## src/rtl/serial_add_arb_pkg.sv

```systemverilog
// Shared types and constants for the two-requester nibble-serial adder.
package serial_add_arb_pkg;

    localparam int NREQ = 2;

    typedef enum logic [1:0] {
        ST_IDLE = 2'd0,
        ST_RUN  = 2'd1,
        ST_DONE = 2'd2
    } state_t;

endpackage

```

## src/rtl/bit4adder.sv

```systemverilog
// 4-bit ripple adder with carry in/out; the shared nibble datapath.
module bit4adder (
    input  logic [3:0] a,
    input  logic [3:0] b,
    input  logic       cin,
    output logic [3:0] sum,
    output logic       cout
);

    assign {cout, sum} = {1'b0, a} + {1'b0, b} + {4'b0000, cin};

endmodule

```

## src/rtl/serial_add_arb.sv

```systemverilog
// Two-requester round-robin front end feeding a nibble-serial adder:
// one WIDTH-bit add per NIB+2 cycles through a single 4-bit adder.
module serial_add_arb
    import serial_add_arb_pkg::*;
#(
    parameter int WIDTH = 16
) (
    input  logic                  clk,
    input  logic                  rst_n,
    input  logic [NREQ-1:0]       req_valid,
    output logic [NREQ-1:0]       req_ready,
    input  logic [NREQ*WIDTH-1:0] req_a,
    input  logic [NREQ*WIDTH-1:0] req_b,
    input  logic [NREQ-1:0]       req_cin,
    output logic                  rsp_valid,
    input  logic                  rsp_ready,
    output logic [WIDTH-1:0]      rsp_sum,
    output logic                  rsp_cout,
    output logic                  rsp_id
);

    localparam int NIB   = WIDTH / 4;
    localparam int IDX_W = (NIB > 1) ? $clog2(NIB) : 1;

    if ((WIDTH % 4) != 0 || WIDTH < 4) begin : g_bad_width
        $error("serial_add_arb: WIDTH must be a multiple of 4 and at least 4");
    end

    state_t             state;
    logic [WIDTH-1:0]   a_r;
    logic [WIDTH-1:0]   b_r;
    logic [WIDTH-1:0]   sum_r;
    logic               carry;
    logic               cout_r;
    logic               id_r;
    logic               last_gnt;
    logic [IDX_W-1:0]   idx;
    logic [NREQ-1:0]    gnt;
    logic               gnt_id;
    logic [3:0]         nib_sum;
    logic               nib_cout;

    // Grant is suppressed while reset is held so no requester sees an accept that reset discards.
    always_comb begin
        gnt = '0;
        if (rst_n && state == ST_IDLE) begin
            if (req_valid == 2'b11) begin
                gnt = last_gnt ? 2'b01 : 2'b10;
            end else begin
                gnt = req_valid;
            end
        end
    end

    assign gnt_id    = gnt[1];
    assign req_ready = gnt;

    bit4adder u_nib_add (
        .a    (a_r[4*int'(idx) +: 4]),
        .b    (b_r[4*int'(idx) +: 4]),
        .cin  (carry),
        .sum  (nib_sum),
        .cout (nib_cout)
    );

    always_ff @(posedge clk) begin
        if (!rst_n) begin
            state     <= ST_IDLE;
            a_r       <= '0;
            b_r       <= '0;
            sum_r     <= '0;
            carry     <= 1'b0;
            cout_r    <= 1'b0;
            id_r      <= 1'b0;
            last_gnt  <= 1'b1;
            idx       <= '0;
            rsp_valid <= 1'b0;
        end else begin
            case (state)
                ST_IDLE: begin
                    if (|gnt) begin
                        a_r      <= gnt_id ? req_a[2*WIDTH-1:WIDTH] : req_a[WIDTH-1:0];
                        b_r      <= gnt_id ? req_b[2*WIDTH-1:WIDTH] : req_b[WIDTH-1:0];
                        carry    <= gnt_id ? req_cin[1] : req_cin[0];
                        id_r     <= gnt_id;
                        last_gnt <= gnt_id;
                        idx      <= '0;
                        cout_r   <= 1'b0;
                        state    <= ST_RUN;
                    end
                end
                ST_RUN: begin
                    sum_r[4*int'(idx) +: 4] <= nib_sum;
                    carry <= nib_cout;
                    idx   <= idx + 1'b1;
                    if (idx == IDX_W'(NIB - 1)) begin
                        cout_r    <= nib_cout;
                        rsp_valid <= 1'b1;
                        state     <= ST_DONE;
                    end
                end
                ST_DONE: begin
                    if (rsp_ready) begin
                        rsp_valid <= 1'b0;
                        state     <= ST_IDLE;
                    end
                end
                default: state <= ST_IDLE;
            endcase
        end
    end

    assign rsp_sum  = sum_r;
    assign rsp_cout = cout_r;
    assign rsp_id   = id_r;

endmodule

```

## config.mk

```make
export PLATFORM = sky130hd
export DESIGN_NAME = serial_add_arb
export DESIGN_NICKNAME = d
export VERILOG_FILES = /design/src/rtl/serial_add_arb_pkg.sv /design/src/rtl/bit4adder.sv /design/src/rtl/serial_add_arb.sv
export SDC_FILE = /design/constraint.sdc
export NUM_CORES = 1
export LEC_CHECK = 0
export ABC_AREA = 1
export CAP_MARGIN = 15
export CORE_MARGIN = 3
export CORE_UTILIZATION = 52
export CTS_BUF_LIST = sky130_fd_sc_hd__clkbuf_8
export DETAILED_ROUTE_END_ITERATION = 6
export PLACE_DENSITY_LB_ADDON = 0.25
export RECOVER_POWER = 100
export REMOVE_ABC_BUFFERS = 1
export SLEW_MARGIN = 25
export SYNTH_ARGS = -nofsm -noshare
export SYNTH_HDL_FRONTEND = slang
export SYNTH_SLANG_ARGS = --single-unit
```

## constraint.sdc

```tcl
create_clock -name clk -period 3.8 [get_ports clk]
set_input_delay 1.14 -clock clk [delete_from_list [all_inputs] [get_ports clk]]
set_output_delay 1.14 -clock clk [all_outputs]
set_load 0.03 [all_outputs]
```

==> flow_metrics.tcl, run 1 <==
set metrics [dict create \
    status "completed" \
    post-route-period-util 0.942 \
    dp.cells 563 \
    grt_pass1_vias 2735 \
    yosysSeqAreaShare 0.383 \
    p_per_area_mw_per_mm2 415 \
    die_area_mm2 0.00668 \
    finalSetupViolations 0 \
    num_rows 26 \
    ctsResizeCount 0 \
    grtUsageTotal 0.225 \
    tritoncts "yes" \
    timing.rr.end "rsp_sum[14]" \
    antenna_found_initial 0 \
    drc_errors 0 \
    synth_top_area_share 0.383 \
    use_met3 0.0811 \
    rsz0062_at_grt "no" \
    via_count 3030 \
    detail_route.first_pass.iterations 5 \
    pin_count 92 \
    cp_data_arrival_time_ns 2.44 \
    min_period_ns 3.58 \
    cp-end-kind "output port" \
    ant_nets 0 \
    hold-path-cell-count 2 \
    fin_cells 579 \
    use_met1 0.245 \
    synth_edf_count 0 \
    ys_ff_latch 57 \
    worstSetupStartpointType "input pin" \
    synth_cell_types 27 \
    dr.first_iter.drc_count 167 \
    timing.rr.start "idx[1]" \
    n_antenna_cell 0 \
    core-area_mm2 0.00534 \
    clock-root-buffer "clkbuf_8" \
    yosysWarningCount 0 \
    cts_buffer_depth 2 \
    grt_remaining_overflow 0 \
    place_congestion 0.866 \
    start_util 0.559 \
    dp_hpwl_um 4960 \
    post_dp_cell_area_mm2 0.00388 \
    yosysMostFrequentCell "nand2_1" \
    drive_above_1_share 0.0511 \
    fin_skew_ns 0.00619 \
    top_usage_layer "met2" \
    met2_usage 0.402 \
    syn_avg_cell_area_um2 7.07 \
    final_nets 586 \
    hold_violations 0 \
    synthToLayoutAreaGrowth_pct 35.4 \
    maxSlewViolCount 0 \
    p_leak_nw 1.70 \
    syn_inst 422 \
    hp-class "register to register" \
    cp_max_fo 6 \
    fin_area_mm2 0.00404 \
    crit_type "input pin to output port" \
    worstPathRequired_ns 2.66 \
    fmax_ghz 0.279 \
    synthTopCellsByCount "109 x nand2_1, 57 x dfxtp_1, 49 x a21oi_1, 49 x inv_1, 33 x o211ai_1" \
    cts_buffers 9 \
    slew_headroom 0.301 \
    max_cap_viol_count 0 \
    utilization 0.757 \
    reg2reg_depth 12 \
    synth.area.top_cells "dfxtp_1 38%, nand2_1 14%, o211ai_1 8.3%" \
    peakVddDrop_mv 0.289 \
    synthesis.area_mm2 0.00298 \
    cts_setup_buffers 0 \
    cts.htree.levels 3 \
    clock_latency_ns 0.36 \
    clk_pin_slew_worst_paths_ns 0.06 \
    routedWlPerCell_um 12.1 \
    cts.sinks 57 \
    postCtsHoldBufs 0 \
    wl_um 7030 \
    async_flop_share 0 \
    synthFlopType "dfxtp_1" \
    hp-start "rsp_sum[8]" \
    vias_per_cell 5.23 \
    worst_slew_pin_slew_ns 1.05 \
    die_height_um 81.7 \
    io_buffers 91 \
    r2r_slack_ns 0.94 \
    min_to "rsp_sum[8]" \
    tns_ns 0 \
    synth_area_leader_cell "dfxtp_1" \
    die_x_um 81.7 \
    grt_max_degree 66 \
    grt_pass1_wl_um 11600 \
]
==> placed cells by master (no fill, tap or decap), drive strengths merged, types with 12 or more instances in the layout <==
master         synthesis  routed
a21oi                 49      49
clkbuf                 9      12
clkdlybuf4s50          0      68
dfxtp                 57      57
dlygate4sd3            0      21
inv                   51      53
nand2                112     112
nand3                 12      12
nor2                  34      34
o211ai                33      33
o21ai                 20      20
==> flip-flops by register name, summed over array words and instances, names as in the netlist <==
register   cells
a_r           16
b_r           16
carry          1
idx            2
last_gnt       1
rsp_cout       1
rsp_id         1
rsp_sum       16
rsp_valid      1
state          2
==> area by class of cell <==
type | instances | area (µm²)
Clock inverter | 5 | 22.5
Multi-Input combinational cell | 290 | 1520
Clock buffer | 11 | 151
Timing Repair Buffer | 94 | 926
Sequential cell | 57 | 1140
Inverter | 52 | 195
Fill cell | 413 | 1300
Tap cell | 70 | 87.6
==> worst max path at each step <==
stage                 start           end  slack (ns)  depth (start not counted)
6_report              rst_n  req_ready[1]        0.22                          4
5_1_grt               rst_n  req_ready[1]        0.19                          4
4_1_cts        req_valid[0]  req_ready[0]        0.35                          5
3_5_place_dp   req_valid[0]  req_ready[0]        0.35                          5
3_3_place_gp          rst_n  req_ready[0]        0.40                          6
2_1_floorplan  req_valid[0]  req_ready[1]       -0.91                          3
==> metrics by stage <==
stage	setup slack, ns	hold WS, ns	power, W
finish	0.219	0.460	0.00167
CTS	0.349	0.463	0.00168
global route	0.189	0.479	0.00177
floorplan	-0.907	0.442	0.00100
detailed placement	0.347	0.453	0.00119
global placement	0.400	0.448	0.00117
==> report_power, final <==
part | internal, W | switching (W)
clock network | 0.000263 | 0.000237
registers | 0.000644 | 0.0000260
logic | 0.000203 | 0.000300
total | 0.00111 | 0.000563
==> critical path, cell delays in order <==
cell and delay [ns]:
dlygate4sd3_1 0.63, nand3_1 0.11, nor2_1 0.32, buf_4 0.24
==> routing by layer <==
metal,vias up,routed length [µm]
li1,1554,-
met1,1370,2910
met2,93,3540
met3,13,471
met4,0,114
met5,-,0
==> cell families after synthesis <==
| logic type | share of synthesized area |
|---|---|
| compound gates | 0.231 |
| fa+ha+maj | 0.0512 |
| buf+inv | 0.107 |
| flops | 0.383 |
| simple gates | 0.229 |
No activity file was read; power rests on OpenSTA's default activity.
==> run 2: changes to the inputs <==
--- a/config.mk
+++ b/config.mk
@@ -5,10 +5,9 @@
 export SDC_FILE = /design/constraint.sdc
 export NUM_CORES = 1
 export LEC_CHECK = 0
-export ABC_AREA = 1
 export CAP_MARGIN = 15
 export CORE_MARGIN = 3
-export CORE_UTILIZATION = 52
+export CORE_UTILIZATION = 51
 export CTS_BUF_LIST = sky130_fd_sc_hd__clkbuf_8
 export DETAILED_ROUTE_END_ITERATION = 6
 export PLACE_DENSITY_LB_ADDON = 0.25
==> run 2 against run 1 <==
Combinational power shrank 32%. Non-clock buffer count grew 2. Clock power grew 8.0%. Worst setup slack lost 0.015 ns. Die area shrank 3.1%. Worst hold slack lost 0.0016 ns. Synthesized cell count shrank 33%. Core utilization shrank 1.2 points. Global-route usage shrank 1.1 points. Sequential share of layout area grew 0.98 points. Cell count shrank 23%. Largest cell class unchanged.
==> flow_metrics.tcl, run 2 <==
set metrics [dict create \
    syn_inst 282 \
    yosysSeqAreaShare 0.404 \
    hp-class "register to register" \
    place_congestion 0.817 \
    yosys.area_share.adder 0.0540 \
    grt_pass1_wl_um 10800 \
    synthToLayoutAreaGrowth_pct 38.1 \
    synth_mux_area_frac 0.182 \
    cts.sinks 57 \
    dp_hpwl_um 4740 \
    synth_top_family_by_area "compound AO/OA/AOI/OAI gates" \
    clock-root-buffer "clkbuf_8" \
    post-route-period-util 0.946 \
    timing.hold.ws_ns 0.458 \
    fmax_ghz 0.278 \
    synthSimpleGateAreaFrac 0.106 \
    core-area_mm2 0.00524 \
    yosysWarningCount 0 \
    cts_setup_buffers 0 \
    p_seq_frac 0.430 \
    die_height_um 80.5 \
    dp.cells 427 \
    drc_errors 0 \
    crit_type "input pin to output port" \
    cts_buffer_depth 2 \
    yosysMostFrequentCell "dfxtp_1" \
    grt_max_degree 68 \
    grtUsageTotal 0.214 \
    postCtsHoldBufs 0 \
    power_frac_clock 0.348 \
    max_cap_viol_count 0 \
    synth.area.top_cells "dfxtp_1 40%, mux2i_1 12%, a21oi_1 6.7%" \
    dr.first_iter.drc_count 151 \
    cts.htree.levels 3 \
    status "completed" \
    async_flop_share 0 \
    synth_edf_count 0 \
    tritoncts "yes" \
    clock_latency_ns 0.33 \
    p_switching_w 0.000426 \
    final_nets 450 \
    clk_pin_slew_worst_paths_ns 0.06 \
    fin_skew_ns 0.00625 \
    via_count 2463 \
    syn_avg_cell_area_um2 10.0 \
    synthesis.area_mm2 0.00283 \
    peakVddDrop_mv 0.245 \
    ant_nets 0 \
    wl_um 6520 \
    grt_remaining_overflow 0 \
    routedWlPerCell_um 14.7 \
    power_switching_share 0.275 \
    min_period_ns 3.60 \
    cp_data_arrival_time_ns 2.46 \
    synth_compound_area_frac 0.195 \
    p_leak_nw 1.72 \
    internal_power_w 0.00112 \
    tns_ns 0 \
    cp-end-kind "output port" \
    antenna_found_initial 0 \
    n_antenna_cell 0 \
    pin_count 92 \
    synth_top_area_share 0.404 \
    hold_violations 0 \
    io_buffers 91 \
    utilization 0.745 \
    mostFrequentLayoutCell "clkdlybuf4s50_1" \
    worstPathRequired_ns 2.66 \
    setup_ws_ns 0.204 \
    final_cell_mix "69 x clkdlybuf4s50_1, 57 x dfxtp_1, 38 x a21oi_1" \
    die_area_mm2 0.00647 \
    vias_per_cell 5.56 \
    cts_buffers 9 \
    cp_max_fo 3 \
    p_per_area_mw_per_mm2 397 \
    synth_area_leader_cell "dfxtp_1" \
    slew_headroom 0.254 \
    fillers 395 \
    synthFlopType "dfxtp_1" \
    die_x_um 80.5 \
    fin_cells 443 \
    maxSlewViolCount 0 \
    start_util 0.540 \
    detail_route.first_pass.iterations 4 \
    worstSetupStartpointType "input pin" \
    pwr-share-comb 0.222 \
    grt_pass1_vias 2350 \
    ys_ff_latch 57 \
    drive_above_1_share 0.0885 \
    synth_cell_types 35 \
    num_rows 26 \
    worst_slew_pin_slew_ns 1.12 \
    ctsResizeCount 0 \
    finalSetupViolations 0 \
    pre_cts_slack_ns 0.290 \
    synth_xor_area_frac 0.00310 \
    rsz0062_at_grt "no" \
    synthTopCellsByCount "57 x dfxtp_1, 38 x a21oi_1, 34 x o21ai_0" \
]
==> run 2: area by class of cell <==
cell class	count	area, µm²	share of cell area
clock inverters	6	51.3	0.0131
clock buffers	10	138	0.0353
inverters	5	18.8	0.00481
repair buffers	96	935	0.239
flip-flops and latches	57	1140	0.292
well taps	70	87.6	0.0224
multi-input cells	199	1530	0.393
==> run 2: routing by layer <==
layer | track usage | wire, µm
met5 | 0 | 0
met4 | 0.105 | 131
met3 | 0.0661 | 539
met2 | 0.333 | 2910
met1 | 0.268 | 2940
==> run 2: kinds of logic after synthesis <==
| family | Yosys count |
|---|---|
| and+or+nand+nor | 50 |
| buffers and inverters | 26 |
| muxes | 41 |
| xor gates and xnor gates | 1 |
| adders and majority gates | 11 |
| AOI/OAI and AO/OA | 96 |
| DFF | 57 |
==> run 2: power by group through the flow <==
stage	Sequential, W	Clock (W)	Combinational (W)
floorplan	0.000689	0	0.000197
global placement	0.000678	0	0.000344
detailed placement	0.000680	0	0.000348
CTS	0.000668	0.000547	0.000349
global route	0.000672	0.000573	0.000378
finish	0.000666	0.000540	0.000345
==> run 2: worst paths after layout <==
kind / startpoint / endpoint / slack (ns) / depth (start not counted)
max: rst_n / req_ready[1] / 0.20 / 5
min: rsp_id / rsp_id / 0.46 / 2
max reg2reg: idx[0] / rsp_cout / 0.55 / 8
min reg2reg: rsp_id / rsp_id / 0.46 / 2
==> run 2: metrics by stage <==
| step | cell area [µm²] | total power (W) |
|---|---|---|
| after floorplan | 2690 | 0.000886 |
| after global placement | 3730 | 0.00102 |
| after detailed placement | 3730 | 0.00103 |
| after CTS | 3920 | 0.00156 |
| after global routing | 3900 | 0.00162 |
| final | 3900 | 0.00155 |
==> run 2: critical path, stage by stage <==
cell           delay (ns)
dlygate4sd3_1        0.61
nor3b_2              0.28
nand3_2              0.12
inv_1                0.09
clkbuf_2             0.21
==> run 3: changes to the inputs <==
--- a/config.mk
+++ b/config.mk
@@ -5,9 +5,8 @@
 export SDC_FILE = /design/constraint.sdc
 export NUM_CORES = 1
 export LEC_CHECK = 0
-export CAP_MARGIN = 15
 export CORE_MARGIN = 3
-export CORE_UTILIZATION = 51
+export CORE_UTILIZATION = 48
 export CTS_BUF_LIST = sky130_fd_sc_hd__clkbuf_8
 export DETAILED_ROUTE_END_ITERATION = 6
 export PLACE_DENSITY_LB_ADDON = 0.25
==> constraint.sdc (replaced) <==
create_clock -name clk -period 3.83 [get_ports clk]
set_input_delay 1.149 -clock clk [delete_from_list [all_inputs] [get_ports clk]]
set_output_delay 1.149 -clock clk [all_outputs]
set_load 0.03 [all_outputs]
==> run 3 against run 2 <==
Sequential power barely moved. Largest cell class unchanged. Worst hold slack gained 0.0026 ns. Sequential share of layout area shrank 0.43 points. Critical endpoint unchanged. Core utilization fell by 3.9 points. Clock power rose by 27%. Cell area grew 1.5%. Clock-buffer cell count did not move. Routed wire length grew 4.4%. Largest power group is now clock. Sequential cell count unchanged. Critical path depth unchanged. Power increased by 9.4%. Register-to-register slack barely moved.
==> flow_metrics.tcl, run 3 (synthesis gave the netlist of run 2 again) <==
set metrics [dict create \
    clock_latency_ns 0.34 \
    ant_nets 0 \
    start_util 0.504 \
    p_per_area_mw_per_mm2 428 \
    final_nets 450 \
    r2r_slack_ns 0.55 \
    wl_um 6810 \
    vias_per_cell 5.43 \
    cp_slowest_cell "dlygate4sd3_1" \
    hold_violations 0 \
    final_cell_mix "69 x clkdlybuf4s50_1, 57 x dfxtp_1, 38 x a21oi_1" \
    detail_route.first_pass.iterations 4 \
    worstSetupStartpointType "input pin" \
    maxSlewViolCount 0 \
    dp_hpwl_um 4980 \
    die_height_um 82.8 \
    fmax_ghz 0.280 \
    pin_count 92 \
    post-route-period-util 0.933 \
    reg2reg_depth 8 \
    cts_buffer_depth 2 \
    slew_headroom 0.250 \
    grt_max_degree 68 \
    cts.sinks 57 \
    cp_num_buf_inv 3 \
    io_buffers 91 \
    place_congestion 0.758 \
    fin_skew_ns 0.00313 \
    hp-class "register to register" \
    synthToLayoutAreaGrowth_pct 40.1 \
    cp_data_arrival_time_ns 2.42 \
    cp-end-kind "output port" \
    cts.htree.levels 3 \
    worst_slew_pin_slew_ns 1.12 \
    postCtsHoldBufs 0 \
    core-area_mm2 0.00561 \
    timing.rr.start "idx[0]" \
    finalSetupViolations 0 \
    tritoncts "yes" \
    clock-root-buffer "clkbuf_8" \
    cp_top_family "buffers and inverters" \
    num_rows 27 \
    crit_path_cell_trace "dlygate4sd3_1 > nor3b_2 > nand3_2 > inv_1 > clkbuf_2" \
    fin_cells 445 \
    timing.rr.end "rsp_cout" \
    grt_pass1_wl_um 10900 \
    via_count 2418 \
    grt_remaining_overflow 0 \
    min_period_ns 3.57 \
    p_leak_nw 1.74 \
    ctsResizeCount 0 \
    path_depth 5 \
    grtUsageTotal 0.217 \
    max_cap_viol_count 0 \
    dp.cells 429 \
    worstPathRequired_ns 2.68 \
    dr.first_iter.drc_count 84 \
    crit_type "input pin to output port" \
    status "completed" \
    grt_pass1_vias 2385 \
    mostFrequentLayoutCell "clkdlybuf4s50_1" \
    max_stage_delay_ns 0.58 \
    routedWlPerCell_um 15.3 \
    peakVddDrop_mv 0.231 \
    die_area_mm2 0.00685 \
    cp_max_fo 3 \
    drive_above_1_share 0.0992 \
    setup.worst_path.end "req_ready[1]" \
    cts_setup_buffers 0 \
    startpoint "rst_n" \
    drc_errors 0 \
    rsz0062_at_grt "no" \
    die_x_um 82.8 \
    cts_buffers 9 \
    n_antenna_cell 0 \
    antenna_found_initial 0 \
    timing.hold.ws_ns 0.461 \
    clk_pin_slew_worst_paths_ns 0.06 \
]
[run 3: power by group]
part           internal [W]  leakage (nW)  switching (W)
clock              0.000446         0.126       0.000241
combinational      0.000172          1.14       0.000171
sequential         0.000635         0.465      0.0000302
total               0.00125          1.74       0.000443
[run 3: metrics by stage]
stage	setup WS (ns)	instance area [µm²]	power, W	utilization	setup TNS [ns]
final	0.257	3960	0.00170	0.707	0
after global routing	0.180	3960	0.00177	0.707	0
after CTS	0.380	3970	0.00171	0.709	0
after floorplan	-0.492	2690	0.000879	-	-0.800
after global placement	0.412	3730	0.00102	0.665	0
after detailed placement	0.394	3730	0.00103	0.665	0
[run 3: area by class of cell]
| cell class | instances | area (µm²) |
|---|---|---|
| multi-input cells | 199 | 1540 |
| inverters | 5 | 18.8 |
| well taps | 72 | 90.1 |
| repair buffers | 96 | 932 |
| clock buffers | 10 | 138 |
| fillers | 485 | 1650 |
| clock inverters | 6 | 105 |
| flip-flops and latches | 57 | 1140 |
[run 3: routing by layer]
layer / global-route usage / part of all wire / vias up
met5: 0 / 0 / -
li1: - / - / 1212
met1: 0.248 / 0.42 / 1116
met2: 0.366 / 0.49 / 82
met4: 0.0719 / 0.011 / 0
met3: 0.0889 / 0.078 / 8
[run 3: tightest hold or removal path, stage by stage, from the launching register on]
cell	delay, ns
dfxtp_1	0.31
nand3_1	0.06
nand2_1	0.04
[run 3: how the worst min path moves through the flow]
stage / from / to / slack (ns) / cells after the start
final: rsp_id / rsp_id / 0.46 / 2
after global routing: rsp_id / rsp_id / 0.49 / 2
after CTS: rsp_id / rsp_id / 0.46 / 2
after detailed placement: rsp_id / rsp_id / 0.45 / 2
after global placement: rsp_id / rsp_id / 0.45 / 2
after floorplan: last_gnt / last_gnt / 0.45 / 2
